<file path="config.mk">
export PLATFORM = sky130hd
export DESIGN_NAME = vga_sync_module_flat
export DESIGN_NICKNAME = d
export VERILOG_FILES = /design/src/rtl/vga_pkg.sv /design/src/rtl/vga_if.sv /design/src/rtl/vga_sync_module.sv /design/src/flat_wrapper.sv
export SDC_FILE = /design/constraint.sdc
export NUM_CORES = 1
export LEC_CHECK = 0
export BUFFER_PORTS_ARGS = -buffer_cell sky130_fd_sc_hd__buf_2
export CORE_MARGIN = 8
export CORE_UTILIZATION = 50
export DETAILED_ROUTE_END_ITERATION = 10
export HOLD_SLACK_MARGIN = 0.08
export PLACE_DENSITY = 0.85
export SYNTH_ARGS = -nofsm -noshare
export SYNTH_HDL_FRONTEND = slang
export SYNTH_SLANG_ARGS = --single-unit
</file>
<file path="constraint.sdc">
create_clock -name CLK -period 1.92 [get_ports CLK]
set_clock_uncertainty 0.05 [all_clocks]
set_input_delay 0.384 -clock CLK [delete_from_list [all_inputs] [get_ports CLK]]
set_output_delay 0.384 -clock CLK [all_outputs]
set_load 0.005 [all_outputs]
</file>
<file path="src/rtl/vga_pkg.sv">
// Shared VGA timing constants for 800x600@72 Hz on a 50 MHz pixel clock,
// plus the address widths that the sync source and colour consumer agree on.
package vga_pkg;

   localparam int DEF_H_ACTIVE = 800;
   localparam int DEF_H_FP     = 56;
   localparam int DEF_H_SYNC   = 120;
   localparam int DEF_H_BP     = 64;
   localparam int DEF_V_ACTIVE = 600;
   localparam int DEF_V_FP     = 37;
   localparam int DEF_V_SYNC   = 6;
   localparam int DEF_V_BP     = 23;
   localparam bit DEF_SYNC_POL = 1'b1;

   localparam int DEF_H_TOTAL = DEF_H_ACTIVE + DEF_H_FP + DEF_H_SYNC + DEF_H_BP;
   localparam int DEF_V_TOTAL = DEF_V_ACTIVE + DEF_V_FP + DEF_V_SYNC + DEF_V_BP;

   localparam int COL_ADDR_W = 11;
   localparam int ROW_ADDR_W = 10;

endpackage

</file>
<file path="src/rtl/vga_if.sv">
// Sync/address bundle from the timing generator (master) to the colour
// control block (slave).
interface vga_if;
   import vga_pkg::*;

   logic                  Ready_Sig;
   logic [COL_ADDR_W-1:0] Column_Addr_Sig;
   logic [ROW_ADDR_W-1:0] Row_Addr_Sig;
   logic                  HSYNC_Sig;
   logic                  VSYNC_Sig;
   logic                  Frame_Sig;

   modport master (
      output Ready_Sig, Column_Addr_Sig, Row_Addr_Sig,
      output HSYNC_Sig, VSYNC_Sig, Frame_Sig
   );

   modport slave (
      input Ready_Sig, Column_Addr_Sig, Row_Addr_Sig,
      input HSYNC_Sig, VSYNC_Sig, Frame_Sig
   );

endinterface

</file>
<file path="src/rtl/vga_sync_module.sv">
// Free-running VGA timing generator: H/V counters, registered visible-area
// decode and coordinates, and sync pulses delayed one extra stage.
module vga_sync_module
   import vga_pkg::*;
#(
   parameter int H_ACTIVE = DEF_H_ACTIVE,
   parameter int H_FP     = DEF_H_FP,
   parameter int H_SYNC   = DEF_H_SYNC,
   parameter int H_BP     = DEF_H_BP,
   parameter int V_ACTIVE = DEF_V_ACTIVE,
   parameter int V_FP     = DEF_V_FP,
   parameter int V_SYNC   = DEF_V_SYNC,
   parameter int V_BP     = DEF_V_BP,
   parameter bit SYNC_POL = DEF_SYNC_POL
) (
   input logic   CLK,
   input logic   RST_n,
   vga_if.master vga
);

   localparam int H_TOTAL = H_ACTIVE + H_FP + H_SYNC + H_BP;
   localparam int V_TOTAL = V_ACTIVE + V_FP + V_SYNC + V_BP;

   localparam logic [COL_ADDR_W-1:0] H_LAST     = COL_ADDR_W'(H_TOTAL - 1);
   localparam logic [COL_ADDR_W-1:0] H_VISIBLE  = COL_ADDR_W'(H_ACTIVE);
   localparam logic [COL_ADDR_W-1:0] HS_FIRST   = COL_ADDR_W'(H_ACTIVE + H_FP);
   localparam logic [COL_ADDR_W-1:0] HS_LAST    = COL_ADDR_W'(H_ACTIVE + H_FP + H_SYNC - 1);
   localparam logic [ROW_ADDR_W-1:0] V_LAST     = ROW_ADDR_W'(V_TOTAL - 1);
   localparam logic [ROW_ADDR_W-1:0] V_VISIBLE  = ROW_ADDR_W'(V_ACTIVE);
   localparam logic [ROW_ADDR_W-1:0] VS_FIRST   = ROW_ADDR_W'(V_ACTIVE + V_FP);
   localparam logic [ROW_ADDR_W-1:0] VS_LAST    = ROW_ADDR_W'(V_ACTIVE + V_FP + V_SYNC - 1);

   logic [COL_ADDR_W-1:0] countH_q, countH_d;
   logic [ROW_ADDR_W-1:0] countV_q, countV_d;
   logic                  ready_q, ready_d;
   logic [COL_ADDR_W-1:0] colAddr_q, colAddr_d;
   logic [ROW_ADDR_W-1:0] rowAddr_q, rowAddr_d;
   logic                  frame_q, frame_d;
   logic                  hsyncPre_q, hsyncPre_d;
   logic                  vsyncPre_q, vsyncPre_d;
   logic                  hsync_q, vsync_q;

   logic lineEnd;
   logic visible;
   logic inHsync;
   logic inVsync;

   // Next counter values and the decode of the current count; sync decode
   // feeds a pre-stage so it lines up with the consumer's colour register.
   always_comb begin
      lineEnd  = (countH_q == H_LAST);
      countH_d = lineEnd ? '0 : countH_q + COL_ADDR_W'(1);
      countV_d = countV_q;
      if (lineEnd) begin
         countV_d = (countV_q == V_LAST) ? '0 : countV_q + ROW_ADDR_W'(1);
      end

      visible = (countH_q < H_VISIBLE) && (countV_q < V_VISIBLE);
      inHsync = (countH_q >= HS_FIRST) && (countH_q <= HS_LAST);
      inVsync = (countV_q >= VS_FIRST) && (countV_q <= VS_LAST);

      ready_d    = visible;
      colAddr_d  = visible ? countH_q : '0;
      rowAddr_d  = visible ? countV_q : '0;
      frame_d    = (countH_q == '0) && (countV_q == '0);
      hsyncPre_d = inHsync ? SYNC_POL : ~SYNC_POL;
      vsyncPre_d = inVsync ? SYNC_POL : ~SYNC_POL;
   end

   always_ff @(posedge CLK or negedge RST_n) begin
      if (!RST_n) begin
         countH_q   <= '0;
         countV_q   <= '0;
         ready_q    <= 1'b0;
         colAddr_q  <= '0;
         rowAddr_q  <= '0;
         frame_q    <= 1'b0;
         hsyncPre_q <= ~SYNC_POL;
         vsyncPre_q <= ~SYNC_POL;
         hsync_q    <= ~SYNC_POL;
         vsync_q    <= ~SYNC_POL;
      end else begin
         countH_q   <= countH_d;
         countV_q   <= countV_d;
         ready_q    <= ready_d;
         colAddr_q  <= colAddr_d;
         rowAddr_q  <= rowAddr_d;
         frame_q    <= frame_d;
         hsyncPre_q <= hsyncPre_d;
         vsyncPre_q <= vsyncPre_d;
         hsync_q    <= hsyncPre_q;
         vsync_q    <= vsyncPre_q;
      end
   end

   assign vga.Ready_Sig       = ready_q;
   assign vga.Column_Addr_Sig = colAddr_q;
   assign vga.Row_Addr_Sig    = rowAddr_q;
   assign vga.Frame_Sig       = frame_q;
   assign vga.HSYNC_Sig       = hsync_q;
   assign vga.VSYNC_Sig       = vsync_q;

endmodule

</file>
<file path="src/flat_wrapper.sv">
// flat-port wrapper written by rule: the top's interface ports become plain ports
module vga_sync_module_flat import vga_pkg::*;
#(
   parameter int H_ACTIVE = DEF_H_ACTIVE,
   parameter int H_FP     = DEF_H_FP,
   parameter int H_SYNC   = DEF_H_SYNC,
   parameter int H_BP     = DEF_H_BP,
   parameter int V_ACTIVE = DEF_V_ACTIVE,
   parameter int V_FP     = DEF_V_FP,
   parameter int V_SYNC   = DEF_V_SYNC,
   parameter int V_BP     = DEF_V_BP,
   parameter bit SYNC_POL = DEF_SYNC_POL
)
  (CLK, RST_n, vga_Ready_Sig, vga_Column_Addr_Sig, vga_Row_Addr_Sig, vga_HSYNC_Sig, vga_VSYNC_Sig, vga_Frame_Sig);
  vga_if vga_i ();
  input logic CLK;
  input logic RST_n;
  output wire logic [$bits(vga_i.Ready_Sig)-1:0] vga_Ready_Sig;
  output wire logic [$bits(vga_i.Column_Addr_Sig)-1:0] vga_Column_Addr_Sig;
  output wire logic [$bits(vga_i.Row_Addr_Sig)-1:0] vga_Row_Addr_Sig;
  output wire logic [$bits(vga_i.HSYNC_Sig)-1:0] vga_HSYNC_Sig;
  output wire logic [$bits(vga_i.VSYNC_Sig)-1:0] vga_VSYNC_Sig;
  output wire logic [$bits(vga_i.Frame_Sig)-1:0] vga_Frame_Sig;
  assign vga_Ready_Sig = vga_i.Ready_Sig;
  assign vga_Column_Addr_Sig = vga_i.Column_Addr_Sig;
  assign vga_Row_Addr_Sig = vga_i.Row_Addr_Sig;
  assign vga_HSYNC_Sig = vga_i.HSYNC_Sig;
  assign vga_VSYNC_Sig = vga_i.VSYNC_Sig;
  assign vga_Frame_Sig = vga_i.Frame_Sig;
  vga_sync_module #(.H_ACTIVE(H_ACTIVE), .H_FP(H_FP), .H_SYNC(H_SYNC), .H_BP(H_BP), .V_ACTIVE(V_ACTIVE), .V_FP(V_FP), .V_SYNC(V_SYNC), .V_BP(V_BP), .SYNC_POL(SYNC_POL)) u_core (.CLK(CLK), .RST_n(RST_n), .vga(vga_i));
endmodule
</file>
==> flow_metrics.py <==
metrics = {
    "placed_design": {
        "dp_hpwl_mm": 2.962,
        "preCtsSetupSlack_ns": 0.07971,
        "port_buffers": 26,
        "finalWeightedCongestion": 0.8141,
        "dpl_cell_area_um2": 2381,
    },
    "setup_path": {
        "cp_slowest_cell": "dfrtp_1",
        "crit_type": "flip-flop to flip-flop",
        "start_kind": "flip-flop",
        "critPathMaxStageDelay_ns": 0.47,
        "critPathBufInv": 0,
        "crit_arrival_ns": 1.99,
        "crit_cells": 4,
        "crit_fanout": 7,
        "critPathCaptureType": "flip-flop",
        "path_cells": "or3_4, nor4_2, o21ai_0, a22o_1",
        "cp_data_required_time_ns": 2.06,
        "timing.rr.start": "u_core.countV_q[5]",
        "reg2reg_depth": 4,
        "r2r-end": "u_core.countV_q[7]",
        "reg2reg_slack_ns": 0.07,
        "cp-endpoint": "u_core.countV_q[7]",
        "critical-path-top-delay-family": "simple AND/OR/NAND/NOR gates",
        "startpoint": "u_core.countV_q[5]",
    },
    "logic_synthesis": {
        "synthAdderAreaFrac_pct": 4.140,
        "ys_ff_latch": 48,
        "synth_xor_area_share_pct": 3.726,
        "synth-compound-area-share_pct": 7.215,
        "synth-simple-area-share_pct": 23.06,
        "yosysUniqueCellTypes": 40,
        "yosysSeqAreaShare_pct": 56.77,
        "synth_area_um2": 2116,
        "syn_avg_cell_area_um2": 11.44,
        "netlist_instances": 185,
        "synth_nets": 194,
        "synth_top_family_by_area": "simple AND/OR/NAND/NOR gates",
        "synthMuxAreaShare_pct": 1.064,
        "yosysWarnings": 0,
    },
    "cells_and_area": {
        "areaGrowthSynthToFinish_pct": 20.70,
        "layout_commonest_cell": "dfrtp_1",
        "fillCellCount": 288,
        "design_area_um2": 2554,
        "antenna_cells": 0,
        "layout_common_cells": "47 x dfrtp_1, 26 x buf_2, 22 x buf_4, 21 x and2_1, 12 x nor2_1",
        "drive_gt1_share_pct": 29.13,
        "seq_area_um2": 1202,
        "nets": 239,
        "multiInputGateArea_um2": 845.8,
    },
    "global_routing": {
        "grt_max_degree": 49,
        "grt_use_total_pct": 14.55,
        "antenna_found_initial": 0,
        "grt-ovfl-total": 0,
        "grt_pass1_wl_mm": 7.452,
        "grt_pass1_vias": 1534,
    },
    "floorplanning": {
        "rows": 23,
        "initial_core_util_pct": 52.52,
        "io_pins": 27,
        "die_area_um2": 6569,
        "die_x_um": 81.05,
        "coreArea_um2": 4029,
        "die_h_um": 81.05,
    },
    "clocking": {
        "cts.sinks": 48,
        "clk_latency_ns": 0.30,
        "h-tree-depth": 2,
        "hold_buffers": 0,
        "cts_buffers": 5,
        "cts_tree": "yes",
        "clockBufferDepth": 2,
        "root_buffer": "clkbuf_8",
        "clk_pin_slew_ns": 0.08,
    },
    "timing": {
        "fin_crit_sh_pct": 96.14,
        "min_period_ns": 1.846,
        "clock.fmax_mhz": 541.8,
        "slew_violations": 0,
        "tightest_slew_ns": 0.5868,
        "setup_ws_ns": 0.07420,
        "hold_viol_final": 0,
        "setup_viol": 0,
        "slew_headroom_pct": 60.88,
    },
    "power": {
        "total_leakage_power_nw": 1.292,
        "comb_power_share_pct": 1.2,
        "power_frac_seq_pct": 54.3,
        "peakVddDrop_mv": 0.2922,
        "sw_frac_of_total_pct": 17.99,
        "power_frac_clock_pct": 44.5,
        "p_switching_mw": 0.3347,
        "finalPower_mw": 1.860,
        "power.density_nw_per_um2": 728.5,
        "p_int_mw": 1.526,
    },
    "routing": {
        "drt_first_pass_iters": 4,
        "drcViolationCount": 0,
        "vias": 1590,
        "ant_nets": 0,
        "wl_per_cell_um": 16.97,
        "wl_mm": 4.752,
        "via_per_inst": 5.679,
        "drtIter0Drc": 183,
    },
    "run_status": {
        "status": "completed",
    },
    "hold_path": {
        "min_path_type": "input pin to asynchronous set/reset pin",
    },
    "run": {
        "maxCapViolations": 0,
    },
}
[layout make-up]
cell class              count  share of cell area, %
clock inverters             2                  2.352
well taps                  50                  2.450
inverters                   5                 0.7349
clock buffers               5                  2.695
repair buffers             48                  11.56
multi-input cells         122                  33.12
flip-flops and latches     48                  47.08
[how the worst min path moves through the flow]
stage / slack (ns) / end / startpoint
2_1_floorplan: 0.04 / u_core.countH_q[0] / RST_n
3_3_place_gp: 0.28 / u_core.vga.HSYNC_Sig / u_core.hsyncPre_q
3_5_place_dp: 0.28 / u_core.vga.HSYNC_Sig / u_core.hsyncPre_q
4_1_cts: 0.14 / u_core.countV_q[9] / RST_n
5_1_grt: 0.17 / u_core.countV_q[9] / RST_n
6_report: 0.11 / u_core.countH_q[7] / RST_n
[flip-flops by register name, summed over array words and instances, names as in the netlist]
register / cells
u_core.vga.HSYNC_Sig: 1
u_core.vga.Row_Addr_Sig: 10
u_core.vga.Frame_Sig: 1
u_core.countV_q: 10
u_core.hsyncPre_q: 1
u_core.vga.VSYNC_Sig: 1
u_core.vga.Column_Addr_Sig: 11
u_core.vga.Ready_Sig: 1
u_core.vsyncPre_q: 1
u_core.countH_q: 11
[Yosys cell counts]
cell      count  area (µm²)
and3_1        1       6.260
conb_1        1       3.750
a21oi_1       6       30.03
nand4_4       1       21.27
nand2_1      11       41.29
o21ai_0       4       20.02
o21ai_1       1       5.000
or4_4         1       11.26
xnor2_1       3       26.28
and4_1        2       17.52
nor2b_1       1       6.260
a31oi_1       3       18.77
nand2b_1      2       12.51
nor4_4        1       21.27
nand3_1       7       35.03
nor2_1       13       48.80
dfrtp_1      48        1201
buf_6         2       22.52
xor2_1        6       52.55
a211o_1       1       8.760
a211oi_2      1       12.51
nor4_2        2       25.02
nor4b_1       1       8.760
buf_4         1       7.510
mux2_2        2       22.52
a21o_1        2       15.01
o21a_1        1       7.510
or3_4         1       11.26
nor4_1        3       18.77
nand4_1       3       18.77
or4_1         3       22.52
clkbuf_1      2       7.510
inv_1         5       18.77
buf_2         5       25.02
ha_1          7       87.58
o31a_1        1       8.760
a22o_1        1       8.760
a41oi_1       2       17.52
and2_1       21       131.4
nor3_1        6       30.03
[kinds of logic (layout without fill, tap and decap cells)]
kind of cell | count (synthesis) | count (layout)
and+or+nand+nor | 80 | 80
xor gates and xnor gates | 9 | 9
adders and majority gates | 7 | 7
other | 1 | 1
muxes | 2 | 2
buffers and inverters | 15 | 60
DFF | 48 | 48
AOI/OAI and AO/OA | 23 | 23
[stage by stage]
stage	util (%)	hold slack [ns]	TNS (ns)	instances
after detailed placement	59.10	0.2847	0	269
after floorplan	-	0.03841	0	185
final	63.39	0.1123	0	280
after global routing	63.39	0.1701	-0.01737	280
after global placement	59.10	0.2821	0	269
after CTS	62.30	0.1411	0	276
[power by group through the flow]
stage | clock, mW | sequential, mW | combinational (mW)
2_1_floorplan | 0 | 1.03 | 0.000170
3_3_place_gp | 0 | 1.03 | 0.0230
3_5_place_dp | 0 | 1.03 | 0.0235
4_1_cts | 0.830 | 1.01 | 0.0235
5_1_grt | 0.879 | 1.01 | 0.0269
6_report | 0.827 | 1.01 | 0.0220
[per-layer routing]
layer  vias up  global-route usage (%)  wire length (µm)
li1        720                       -                 -
met1       777                   17.85              2005
met2        78                   23.58              2229
met3        15                   3.311               390
met4         0                   7.321               127
met5         -                       0                 0
[repair_timing]
item,in CTS,in global routing
buffers inserted,0,4
gates resized for setup,0,4
endpoints found under the setup margin,0,1
Power figures use the tool's default switching activity.
